==> config.mk <==
export PLATFORM = sky130hd
export DESIGN_NAME = fcore_dma_readback_sequencer
export DESIGN_NICKNAME = d
export VERILOG_FILES = /design/src/rtl/fcore_readback_pkg.sv /design/src/rtl/readback_output_buffer.sv /design/src/rtl/fcore_dma_readback_sequencer.sv
export SDC_FILE = /design/constraint.sdc
export NUM_CORES = 1
export LEC_CHECK = 0
export CELL_PAD_IN_SITES_DETAIL_PLACEMENT = 2
export CELL_PAD_IN_SITES_GLOBAL_PLACEMENT = 2
export CORE_UTILIZATION = 27
export DETAILED_ROUTE_END_ITERATION = 8
export PLACE_DENSITY_LB_ADDON = 0.1
export SLEW_MARGIN = 0
export SYNTH_ARGS = -nofsm -noshare
export SYNTH_HDL_FRONTEND = slang
export SYNTH_HIERARCHICAL = 1
export SYNTH_SLANG_ARGS = --single-unit
==> constraint.sdc <==
create_clock -name clock -period 2.3 [get_ports clock]
set_input_delay 0.575 -clock clock [delete_from_list [all_inputs] [get_ports clock]]
set_output_delay 0.575 -clock clock [all_outputs]
set_load 0.03 [all_outputs]
==> src/rtl/fcore_readback_pkg.sv <==
// Shared types for the fCore DMA readback sequencer: FSM state encoding and
// the channel counter width helper.
package fcore_readback_pkg;

    typedef enum logic [2:0] {
        IDLE          = 3'd0,
        REQUEST       = 3'd1,
        WAIT_RESPONSE = 3'd2,
        OUTPUT        = 3'd3,
        FINISH        = 3'd4
    } state_e;

    // Wide enough to hold MAX_CHANNELS itself, not just MAX_CHANNELS-1.
    function automatic int ch_width(input int max_channels);
        return $clog2(max_channels) + 1;
    endfunction

endpackage

==> src/rtl/readback_output_buffer.sv <==
// Single-entry AXI-stream holding register: a load captures data/dest/last and
// raises valid, which stays up with stable payload until the consumer accepts it.
module readback_output_buffer #(
    parameter int DATA_WIDTH = 20,
    parameter int DEST_WIDTH = 32
) (
    input  logic                  clock,
    input  logic                  reset,
    input  logic                  load,
    input  logic [DATA_WIDTH-1:0] load_data,
    input  logic [DEST_WIDTH-1:0] load_dest,
    input  logic                  load_last,
    output logic                  out_valid,
    input  logic                  out_ready,
    output logic [DATA_WIDTH-1:0] out_data,
    output logic [DEST_WIDTH-1:0] out_dest,
    output logic                  out_last
);

    logic                  valid_d, valid_q;
    logic [DATA_WIDTH-1:0] data_d, data_q;
    logic [DEST_WIDTH-1:0] dest_d, dest_q;
    logic                  last_d, last_q;

    // NOTE: every always_comb output gets a default first so no path can infer a latch.
    always_comb begin
        valid_d = valid_q;
        data_d  = data_q;
        dest_d  = dest_q;
        last_d  = last_q;
        if (valid_q && out_ready) begin
            valid_d = 1'b0;
        end
        if (load) begin
            valid_d = 1'b1;
            data_d  = load_data;
            dest_d  = load_dest;
            last_d  = load_last;
        end
    end

    // NOTE: state updates use <= so every flop samples pre-edge values regardless of block order.
    always_ff @(posedge clock) begin
        if (!reset) begin
            // NOTE: payload registers are cleared too, so the bus reads all-zero out of reset.
            valid_q <= 1'b0;
            data_q  <= '0;
            dest_q  <= '0;
            last_q  <= 1'b0;
        end else begin
            valid_q <= valid_d;
            data_q  <= data_d;
            dest_q  <= dest_d;
            last_q  <= last_d;
        end
    end

    assign out_valid = valid_q;
    assign out_data  = data_q;
    assign out_dest  = dest_q;
    assign out_last  = last_q;

endmodule

==> src/rtl/fcore_dma_readback_sequencer.sv <==
// On a core-done trigger, reads endpoint registers 1..n_channels one at a time
// and forwards each response as an AXI-stream beat tagged with dest and last.
module fcore_dma_readback_sequencer
    import fcore_readback_pkg::*;
#(
    parameter int DATAPATH_WIDTH   = 20,
    parameter int MAX_CHANNELS     = 16,
    parameter int DEST_BASE        = 0,
    parameter int RESPONSE_TIMEOUT = 15
) (
    input  logic                           clock,
    input  logic                           reset,
    input  logic                           start,
    input  logic [$clog2(MAX_CHANNELS):0]  n_channels,
    output logic                           read_request_valid,
    input  logic                           read_request_ready,
    output logic [31:0]                    read_request_data,
    input  logic                           read_response_valid,
    output logic                           read_response_ready,
    input  logic [DATAPATH_WIDTH-1:0]      read_response_data,
    output logic                           data_out_valid,
    input  logic                           data_out_ready,
    output logic [DATAPATH_WIDTH-1:0]      data_out_data,
    output logic [31:0]                    data_out_dest,
    output logic                           data_out_last,
    output logic                           busy,
    output logic                           done,
    output logic                           timeout_error,
    output logic                           start_overrun
);

    localparam int            CW         = ch_width(MAX_CHANNELS);
    localparam int            TW         = $clog2(RESPONSE_TIMEOUT + 1);
    localparam logic [CW-1:0] MAX_CH     = CW'(MAX_CHANNELS);
    localparam logic [TW-1:0] TIMER_LAST = TW'(RESPONSE_TIMEOUT - 1);

    state_e        state_d, state_q;
    logic [CW-1:0] ch_d, ch_q;
    logic [CW-1:0] n_eff_d, n_eff_q;
    logic [TW-1:0] timer_d, timer_q;
    logic          done_d, done_q;
    logic          timeout_d, timeout_q;
    logic          overrun_d, overrun_q;
    logic [CW-1:0] n_clamped;
    logic          buf_load;

    assign n_clamped = (n_channels > MAX_CH) ? MAX_CH : n_channels;

    always_comb begin
        state_d            = state_q;
        ch_d               = ch_q;
        n_eff_d            = n_eff_q;
        timer_d            = timer_q;
        timeout_d          = timeout_q;
        overrun_d          = overrun_q | (start && (state_q != IDLE));
        done_d             = (state_q == FINISH);
        buf_load           = 1'b0;
        read_request_valid = 1'b0;
        case (state_q)
            IDLE: begin
                if (start) begin
                    n_eff_d = n_clamped;
                    ch_d    = CW'(1);
                    state_d = (n_clamped == '0) ? FINISH : REQUEST;
                end
            end
            REQUEST: begin
                read_request_valid = 1'b1;
                if (read_request_ready) begin
                    timer_d = '0;
                    state_d = WAIT_RESPONSE;
                end
            end
            WAIT_RESPONSE: begin
                // A response arriving on the final timeout cycle still wins.
                if (read_response_valid) begin
                    buf_load = 1'b1;
                    state_d  = OUTPUT;
                end else if (timer_q == TIMER_LAST) begin
                    timeout_d = 1'b1;
                    state_d   = FINISH;
                end else begin
                    timer_d = timer_q + TW'(1);
                end
            end
            OUTPUT: begin
                if (data_out_valid && data_out_ready) begin
                    if (data_out_last) begin
                        state_d = FINISH;
                    end else begin
                        ch_d    = ch_q + CW'(1);
                        state_d = REQUEST;
                    end
                end
            end
            FINISH:  state_d = IDLE;
            default: state_d = IDLE;
        endcase
    end

    always_ff @(posedge clock) begin
        if (!reset) begin
            state_q   <= IDLE;
            ch_q      <= '0;
            n_eff_q   <= '0;
            timer_q   <= '0;
            done_q    <= 1'b0;
            timeout_q <= 1'b0;
            overrun_q <= 1'b0;
        end else begin
            state_q   <= state_d;
            ch_q      <= ch_d;
            n_eff_q   <= n_eff_d;
            timer_q   <= timer_d;
            done_q    <= done_d;
            timeout_q <= timeout_d;
            overrun_q <= overrun_d;
        end
    end

    readback_output_buffer #(
        .DATA_WIDTH (DATAPATH_WIDTH),
        .DEST_WIDTH (32)
    ) u_output_buffer (
        .clock     (clock),
        .reset     (reset),
        .load      (buf_load),
        .load_data (read_response_data),
        .load_dest (32'(ch_q) + 32'(DEST_BASE)),
        .load_last (ch_q == n_eff_q),
        .out_valid (data_out_valid),
        .out_ready (data_out_ready),
        .out_data  (data_out_data),
        .out_dest  (data_out_dest),
        .out_last  (data_out_last)
    );

    // The endpoint cannot be stalled; stray responses are simply not loaded.
    assign read_response_ready = 1'b1;
    assign read_request_data   = read_request_valid ? 32'(ch_q) : 32'd0;
    assign busy                = (state_q != IDLE);
    assign done                = done_q;
    assign timeout_error       = timeout_q;
    assign start_overrun       = overrun_q;

endmodule
* Yosys cells after proc, flatten, opt, wreduce, memory -nomap -nowiden *
Index checks and enable logic that the tools add are counted.

operators by class
  add/sub/neg operators = 2
  reduce and logical (&&, ||, !) cells = 13
  muxes and demuxes = 23
  order comparisons = 1
  bitwise logic cells = 2
  equality and inequality tests = 13

operator list
  cell                 number
  $mux 5               5
  $mux 3               7
  $mux 4               3
  $ne 2x2->1 const B   6
  $pmux 3 s4           1
  $reduce_and 4->1     3
  $pmux 5 s2           1
  $pmux 4 s2           1
  $eq 3x2->1 const B   2
  $reduce_bool 2->1    3
  $add 5x1->5 const B  1
  $eq 5x5->1           1
  $gt 5x5->1 const B   1
  $logic_not 5->1      1
  $mux 1               5
  $add 4x1->4 const B  1
  $eq 4x4->1 const B   1
  $eq 3x1->1 const B   1
  $eq 3x3->1 const B   1
  $logic_not 3->1      1
  $ne 3x3->1 const B   1
  $reduce_and 3->1     1
  $reduce_bool 3->1    1
  $logic_and 1x1->1    2
  other kinds (3)      3

word-level totals
  input port bits = 31
  output and inout bits = 92
  flip-flop bits (word level) = 47

* Longest topological paths before layout *
Gate-level depths: netlist of the first run.

  depth in word-level cells = 6
  depth in mapped cells = 7
  depth with buffers taken out = 6

* Modules after synthesis *
Netlist of the first run, hierarchy kept.

by module, submodules not included
  module                        instances  area an instance (um^2)  cells an instance  sequential area each (um^2)
  readback_output_buffer        1          2087.0                   173                1081.0
  fcore_dma_readback_sequencer  1          1327.5                   161                400.4

* Least setup slack after synthesis of the first run *
No wires, ideal clock.

  path type = register to output
  start point = register state_q[0]
  end point = output read_request_data[0]
  arrival = 1.375 ns
  path slack = 0.350 ns
  required time = 1.725 ns
  buffers on the path = 0
  stages on the path, launching flop included = 3
  cells stage by stage = dfxtp_1 > nor3b_2 > and2_1

on the way
  longest elaborated chain between the ends = 3

RTL lines
  item                      line                                 RTL
  start: declaration        fcore_dma_readback_sequencer.sv:37   state_e state_d, state_q;
  start signal: assignment  fcore_dma_readback_sequencer.sv:111  state_q <= state_d;
  $eq 3x1->1                fcore_dma_readback_sequencer.sv:59   case (state_q)
  $mux 1                    fcore_dma_readback_sequencer.sv:59
  net read_request_valid    fcore_dma_readback_sequencer.sv:15   output logic read_request_valid,
  $mux 5                    fcore_dma_readback_sequencer.sv:140  assign read_request_data = read_request_valid ? 32'(ch_q) : 32'd0;
  end: declaration          fcore_dma_readback_sequencer.sv:17   output logic [31:0] read_request_data,

The timed path passes the listed nets, and every way through them passes these cells.

* Worst setup path in the final report of the first run *
  start point = register state_q[0]
  end point = output read_request_data[0]

on the way
  longest elaborated chain between the ends = 3

RTL lines
  item        line
  $eq 3x1->1  fcore_dma_readback_sequencer.sv:59
  $mux 1      fcore_dma_readback_sequencer.sv:59
  $mux 5      fcore_dma_readback_sequencer.sv:140

No other way between the ends.

==> results.md, run 1 <==
| Quantity | Reported |
|:---|:---|
| Result of the run | finished, final reports clean |
| Logic gate share of total power | 0.341 |
| Largest buffer count on any clock path | 2 |
| Final #Nets | 494 |
| Placed standard-cell area | 4500 um2 |
| Post-synth EDFFs | 0 |
| Insertion delay to the later sink of the worst-skew pair | 0.34 ns |
| Height of the die | 114 um |
| Routed wire per std cell | 13.4 um |
| Number of different library cells in the post-synthesis netlist | 41 |
| Fin. max-slew vios | 0 |
| Net switching share of the total power | 0.341 |
| Cell area after synthesis | 3410 um2 |
| Master of the slowest instance on the critical path | sky130_fd_sc_hd__dfxtp_1 |
| Cts hold-fix bufs | 0 |
| Number of DRC violations after detailed routing | 0 |
| Sequential cell area fraction in the yosys report | 0.434 |
| Fraction of final layout cells with drive strength greater than 1 | 0.0817 |
| Fraction of synthesis flops using an asynchronous set or reset pin | 0 |
| Count of buffers added by post-CTS timing repair for setup | 0 |
| Flip-flop cell with the highest count after synthesis | sky130_fd_sc_hd__dfxtp_1 |
| Clock-pin slew on the worst setup and hold paths | 0.06 ns |
| Flop and latch count out of synthesis | 74 |
| Hold violation total from the final report | 0 |
| Shortest period the worst path allows | 2.16 ns |
| Largest area contributor in the synthesized netlist | sky130_fd_sc_hd__dfxtp_1 |
| Internal cell power | 2.87 mW |
| Routed vias | 2685 |
| CTS Sinks | 74 |
| Most prevalent standard cell on the critical path | sky130_fd_sc_hd__buf_4 |
| Number of violations of the max-capacitance limit | 0 |
| Startpoint of the worst hold path | timeout_error |
| Std-Cell Core Area | 12200 um2 |
| Total routing resource utilization after global routing | 0.137 |
| Vias per inst | 4.24 |
| CP Max Fanout | 9 |
| First-pass detailed-route iteration total | 3 |
| Worst hold path endpoint | timeout_error |
| R2r worst-path depth | 6 |
| Number of global-route vias before repair | 2774 |
| Number of cells on the worst hold path | 1 |
| Clock root buffer | sky130_fd_sc_hd__clkbuf_16 |
| Number of instances in the synthesized netlist | 334 |
| Commonest non-fill, non-tap cell in the layout | sky130_fd_sc_hd__clkdlybuf4s50_1 |
| Setup slack on the worst flop-to-flop path | 0.38 ns |
| Fraction of power consumed by sequential logic | 0.351 |
| Most used cells in the layout excluding fill and tap cells | sky130_fd_sc_hd__clkdlybuf4s50_1 (86), sky130_fd_sc_hd__dfxtp_1 (74), sky130_fd_sc_hd__nor2b_1 (59) |
| Largest clock skew in the final design | 0.00456 ns |
| Hold WC Path Type | reg2reg |
| Clock tree from TritonCTS | built |
| Worst Path Arrival | 1.59 ns |
| CTS buffer count | 9 |
| Count of yosys warnings during synthesis | 6 |
| Share of power burned in the clock network | 0.308 |
| Non-Filler Cell Area, Final | 4780 um2 |
| Maximum cell stage delay along the critical path | 0.50 ns |
| Die extent in x | 114 um |
| Finish-stage setup viols | 0 |
| Number of DRC markers in iteration 0 | 60 |
| Maximum number of pins on one net before global-route repair | 46 |
| RSZ-0062 raised after global routing | false |
| Family with the most delay on the worst path | flip-flops |
| Post-route total power | 4.36 mW |
| Residual antenna-violating net count after detailed routing | 0 |
| Aggregate routed wire length | 8.46 mm |
| Number of antenna violations at the first check in global routing | 0 |
| Highest attainable clock frequency | 0.462 GHz |
| Mean post-synth cell area | 10.2 um2 |
| Source of the worst register-to-register timing path | state_q[2] |
| Worst flop-to-flop path endpoint | u_output_buffer/out_data[16] |
| Required time of the critical path | 1.73 ns |
| Deepest level of the CTS H-tree | 3 |
| Total of cells resized after clock tree synthesis | 1 |
| Area growth from synthesis to layout | 40.0% |
| Fraction of post-synthesis cell area in the top cell type by area | 0.434 |
| First-pass GRT wire length | 13.7 mm |
| Worst setup SP type | register |
| Count of buffering cells on the critical path with inverters included | 2 |
| Ordered list of cells on the worst path | nor3b_2 > buf_4 > and2_1 > buf_4 |
| Total negative slack for setup checks | 0 ns |
| # diodes | 0 |
| Leakage power | 1.72 nW |
| Endpoint class of the critical path | primary output |
| Leading post-synthesis cells by cell area | sky130_fd_sc_hd__dfxtp_1 (43%), sky130_fd_sc_hd__mux2i_1 (16%), sky130_fd_sc_hd__nor2b_1 (11%) |
| HPWL after DPL | 6.18 mm |
| Routability congestion estimate | 0.709 |
| Power density of the placed cells | 912 nW/um2 |
| Filler cells | 1347 |
| Congestion Overflow GR | 0 |
| Row Count | 40 |
| Net switching power figure | 1.49 mW |
| Kind of critical path | reg2out |
| Top-level port count | 123 |
| Post-layout util | 0.393 |
| Starting Density | 0.281 |
| VDD IR-drop max | 480 uV |
| Final critical-path share of the clock period | 0.941 |
| DIE AREA | 13100 um2 |
| Input/output buffers | 94 |
## routing by layer
metal | GRT usage | vias to the layer above | share of wire | routed length (um)
met5 | 0 | - | 0 | 0
met4 | 0.0779 | 0 | 0.022 | 188
met3 | 0.0312 | 12 | 0.050 | 426
met2 | 0.229 | 65 | 0.48 | 4080
met1 | 0.162 | 1302 | 0.45 | 3770
li1 | - | 1306 | - | -
## power groups by stage
stage          clock network (mW)  logic, mW  registers, mW
2_1_floorplan                   0      0.911           1.72
3_3_place_gp                    0       1.48           1.55
3_5_place_dp                    0       1.51           1.56
4_1_cts                      1.41       1.51           1.54
5_1_grt                      1.46       1.61           1.55
6_report                     1.34       1.48           1.53
## worst register-to-register path, stage by stage, from the launching register on
cell and delay [ns]:
sky130_fd_sc_hd__dfxtp_1 0.31, sky130_fd_sc_hd__buf_4 0.18, sky130_fd_sc_hd__or3b_1 0.53, sky130_fd_sc_hd__nor2_4 0.19
sky130_fd_sc_hd__buf_4 0.28, sky130_fd_sc_hd__mux2i_1 0.25, sky130_fd_sc_hd__nor2b_1 0.07
## worst max-delay path by stage
stage	start	to	cells past startpoint
3_3_place_gp	start	ch_q[3]	5
6_report	state_q[0]	read_request_data[0]	4
4_1_cts	state_q[0]	read_request_data[0]	4
5_1_grt	state_q[0]	read_request_data[2]	4
2_1_floorplan	state_q[0]	read_request_data[0]	2
3_5_place_dp	start	ch_q[4]	5
## metrics by stage
stage / setup slack, ns / std cells / hold WS [ns]
4_1_cts: 0.0989 / 633 / 0.475
3_3_place_gp: 0.0267 / 617 / 0.457
5_1_grt: 0.0239 / 633 / 0.501
2_1_floorplan: 0.350 / 387 / 0.454
6_report: 0.137 / 633 / 0.469
3_5_place_dp: -0.0214 / 617 / 0.457
## logic make-up after synthesis
logic type	synth area share
AOI/OAI and AO/OA	0.0704
xor gates and xnor gates	0.0128
adders and majority gates	0.0110
buffers and inverters	0.115
DFF	0.434
muxes	0.158
other	0.00220
and+or+nand+nor	0.197
## synthesized netlist by cell type, types with 3 or more instances
master and count:
sky130_fd_sc_hd__inv_1 6, sky130_fd_sc_hd__buf_4 30, sky130_fd_sc_hd__and2_1 5, sky130_fd_sc_hd__buf_12 5, sky130_fd_sc_hd__dfxtp_1 74, sky130_fd_sc_hd__a21boi_0 5, sky130_fd_sc_hd__or3_1 5, sky130_fd_sc_hd__ha_1 3
sky130_fd_sc_hd__nand3_1 5, sky130_fd_sc_hd__o21a_1 3, sky130_fd_sc_hd__mux2i_1 54, sky130_fd_sc_hd__nor3_1 4, sky130_fd_sc_hd__nor2_1 7, sky130_fd_sc_hd__nor3b_1 5, sky130_fd_sc_hd__nand2_1 13, sky130_fd_sc_hd__clkbuf_1 6
sky130_fd_sc_hd__o21ai_0 5, sky130_fd_sc_hd__a21oi_1 9, sky130_fd_sc_hd__xnor2_1 3, sky130_fd_sc_hd__nor2b_1 59
## flip-flops by register name, summed over array words and instances, names as in the netlist
register,flops
n_eff_q,5
ch_q,5
u_output_buffer/out_data,20
u_output_buffer/out_valid,1
u_output_buffer/out_last,1
done,1
state_q,3
timeout_error,1
u_output_buffer/out_dest,32
start_overrun,1
timer_q,4
## layout make-up
cell class | count | area [um2] | share of cell area
clock inverters | 2 | 10.0 | 0.00209
well taps | 168 | 210 | 0.0440
multi-input cells | 263 | 1750 | 0.366
clock buffers | 14 | 274 | 0.0573
flip-flops and latches | 74 | 1480 | 0.310
inverters | 6 | 22.5 | 0.00471
repair buffers | 106 | 1030 | 0.216
(Power assumes the default switching activity.)
==> run 2: changes to the inputs <==
--- a/config.mk
+++ b/config.mk
@@ -9,6 +9,7 @@
 export CELL_PAD_IN_SITES_GLOBAL_PLACEMENT = 2
 export CORE_UTILIZATION = 27
 export DETAILED_ROUTE_END_ITERATION = 8
+export GPL_TIMING_DRIVEN = 0
 export PLACE_DENSITY_LB_ADDON = 0.1
 export SLEW_MARGIN = 0
 export SYNTH_ARGS = -nofsm -noshare
==> run 2 against run 1 <==
Net effect: sequential share of layout area down 1.9 points; clock power up 13%; cell area up 6.6%; critical path depth down 1; cell count up 5.4%; die area unchanged; fmax up 0.20%; sequential power about the same; critical path type unchanged; largest cell class unchanged.
==> results.md, run 2 (synthesis results as in run 1) <==
| Quantity | Reported | Change |
|:---|:---|:---|
| Worst setup SP type | register |  |
| Master of the slowest instance on the critical path | sky130_fd_sc_hd__dfxtp_1 |  |
| Count of buffering cells on the critical path with inverters included | 2 | unchanged |
| Number of DRC violations after detailed routing | 0 | unchanged |
| Kind of critical path | reg2out |  |
| Leakage power | 1.90 nW | +10% |
| Slew headroom | 0.475 |  |
| Net switching share of the total power | 0.334 | -0.00716 |
| Logic gate share of total power | 0.347 | +0.006 |
| Insertion delay to the later sink of the worst-skew pair | 0.34 ns | about the same |
| Congestion Overflow GR | 0 | unchanged |
| Largest buffer count on any clock path | 2 | unchanged |
| Max reg flops | 32 | unchanged |
| Pin slew with the least headroom to its limit | 0.785 ns |  |
| Area growth from synthesis to layout | 49.2% |  |
| Routability congestion estimate | 0.698 | -1.5% |
| RSZ-0062 raised after global routing | false |  |
| Post-route total power | 4.68 mW | +7.3% |
| Vias per inst | 4.23 | -0.22% |
| Number of antenna violations at the first check in global routing | 0 | unchanged |
| Final #Nets | 528 | +6.9% |
| Final critical-path share of the clock period | 0.939 | -0.00185 |
| Hold violation total from the final report | 0 | unchanged |
| # diodes | 0 | unchanged |
| Net switching power figure | 1.56 mW | +5.1% |
| CTS Sinks | 74 | unchanged |
| Family with the most delay on the worst path | buffers and inverters |  |
| Clock-pin slew on the worst setup and hold paths | 0.06 ns | about the same |
| Die extent in x | 114 um | unchanged |
| First-pass GRT wire length | 15.2 mm | +11% |
| CP Max Fanout | 7 | -2 |
| VDD IR-drop max | 460 uV | -4.1% |
| Maximum number of pins on one net before global-route repair | 18 | -61% |
| Final Worst Setup Slack | 0.141 ns | +0.00425 ns |
| Clock root buffer | sky130_fd_sc_hd__clkbuf_16 |  |
| Std-Cell Core Area | 12200 um2 | unchanged |
| Total routing resource utilization after global routing | 0.152 | +0.0151 |
| Starting Density | 0.281 | unchanged |
| Height of the die | 114 um | unchanged |
| Clock tree from TritonCTS | built |  |
| Cts hold-fix bufs | 0 | unchanged |
| Shortest period the worst path allows | 2.16 ns | -0.00425 ns |
| Total negative slack for setup checks | 0 ns | unchanged |
| Instance count after placement with tap cells included | 649 | +5.2% |
| Share of power burned in the clock network | 0.324 | +0.016 |
| Routed wire per std cell | 14.0 um | +4.7% |
| Largest clock skew in the final design | 0.00543 ns | +0.000868 ns |
| Routed vias | 2823 | +5.1% |
| Number of cells on the worst hold path | 1 | unchanged |
| Required time of the critical path | 1.73 ns | about the same |
| Result of the run | finished, final reports clean |  |
| Deepest level of the CTS H-tree | 3 | unchanged |
| Residual antenna-violating net count after detailed routing | 0 | unchanged |
| Stages on the worst setup path | 3 | -1 |
| Finish-stage setup viols | 0 | unchanged |
| Number of standard cells in the layout, taps in and fillers out | 667 | +5.4% |
| Hold WC Path Type | reg2reg |  |
| HPWL after DPL | 6.69 mm | +8.3% |
| Top-level port count | 123 | unchanged |
| Most used cells in the layout excluding fill and tap cells | sky130_fd_sc_hd__clkdlybuf4s50_1 (87), sky130_fd_sc_hd__dfxtp_1 (74), sky130_fd_sc_hd__nor2b_1 (59) |  |
| Aggregate routed wire length | 9.34 mm | +10% |
| Fraction of power consumed by sequential logic | 0.330 | -0.021 |
| Fraction of final layout cells with drive strength greater than 1 | 0.130 | +0.0485 |
| Number of DRC markers in iteration 0 | 70 | +17% |
| Internal cell power | 3.12 mW | +8.5% |
| Maximum cell stage delay along the critical path | 0.42 ns | -0.08 ns |
| DIE AREA | 13100 um2 | unchanged |
| R2r worst-path depth | 7 | +1 |
| Commonest non-fill, non-tap cell in the layout | sky130_fd_sc_hd__clkdlybuf4s50_1 |  |
| First-pass detailed-route iteration total | 4 | +1 |
| Endpoint class of the critical path | primary output |  |
| Number of violations of the max-capacitance limit | 0 | unchanged |
| Row Count | 40 | unchanged |
| Power density of the placed cells | 918 nW/um2 | +0.70% |
| Setup WS pre-CTS | -0.251 ns | -0.229 ns |
| Worst Path Arrival | 1.58 ns | about the same |
| Filler cells | 1364 | +1.3% |
| Fin. max-slew vios | 0 | unchanged |
| Ordered list of cells on the worst path | nor3b_4 > buf_12 > dlygate4sd2_1 |  |
| Highest attainable clock frequency | 0.463 GHz | +0.20% |
| Number of global-route vias before repair | 3012 | +8.6% |
| Input/output buffers | 94 | unchanged |
| Post-layout util | 0.419 | +0.0258 |
| CTS buffer count | 9 | unchanged |
[run 2: cell count changes in the layout (fill, tap and decap cells not counted), moves of 2 or more]
cell	change
sky130_fd_sc_hd__buf_4	+15
sky130_fd_sc_hd__clkbuf_2	+6
sky130_fd_sc_hd__clkbuf_1	+5
sky130_fd_sc_hd__buf_12	+4
sky130_fd_sc_hd__clkbuf_8	-3
sky130_fd_sc_hd__bufinv_16	+2
[run 2: layer usage]
| metal | track usage | vias to the layer above | part of all wire |
|---|---|---|---|
| met5 | 0 | - | 0 |
| met2 | 0.276 | 68 | 0.53 |
| met1 | 0.171 | 1382 | 0.41 |
| li1 | - | 1367 | - |
| met4 | 0.0390 | 0 | 0.0099 |
| met3 | 0.0508 | 6 | 0.050 |
[run 2: final timing paths]
kind / startpoint / endpoint / slack, ns
max: state_q[0] / read_request_valid / 0.14
min: timeout_error / timeout_error / 0.47
max reg2reg: state_q[1] / u_output_buffer/out_dest[15] / 0.23
min reg2reg: timeout_error / timeout_error / 0.47
[run 2: cell type report]
class	count	area [um2]	area share
Multi-Input combinational cell	263	1760	0.345
Sequential cell	74	1480	0.291
Timing Repair Buffer	96	937	0.184
Buffer	44	369	0.0724
Clock buffer	10	229	0.0449
Tap cell	168	210	0.0413
Clock inverter	6	90.1	0.0177
Inverter	6	22.5	0.00442
[run 2: metrics by stage]
stage                     instance area (um2)  hold WS, ns
after global placement                   4760        0.457
after detailed placement                 4760        0.468
after CTS                                5110        0.481
after floorplan                          3610        0.454
after global routing                     5090        0.514
final                                    5090        0.472
[run 2: timing repair]
| action | 4_1_cts | 5_1_grt |
|---|---|---|
| setup buffers | 2 | 0 |
| resized for setup | 9 | 12 |
| setup endpoints to repair | 7 | 7 |
[run 2: power by group through the flow]
stage	clock (mW)	combinational, mW	sequential [mW]
floorplan	0	0.911	1.72
global placement	0	1.55	1.55
detailed placement	0	1.58	1.56
CTS	1.57	1.64	1.54
global route	1.62	1.76	1.56
finish	1.52	1.62	1.54
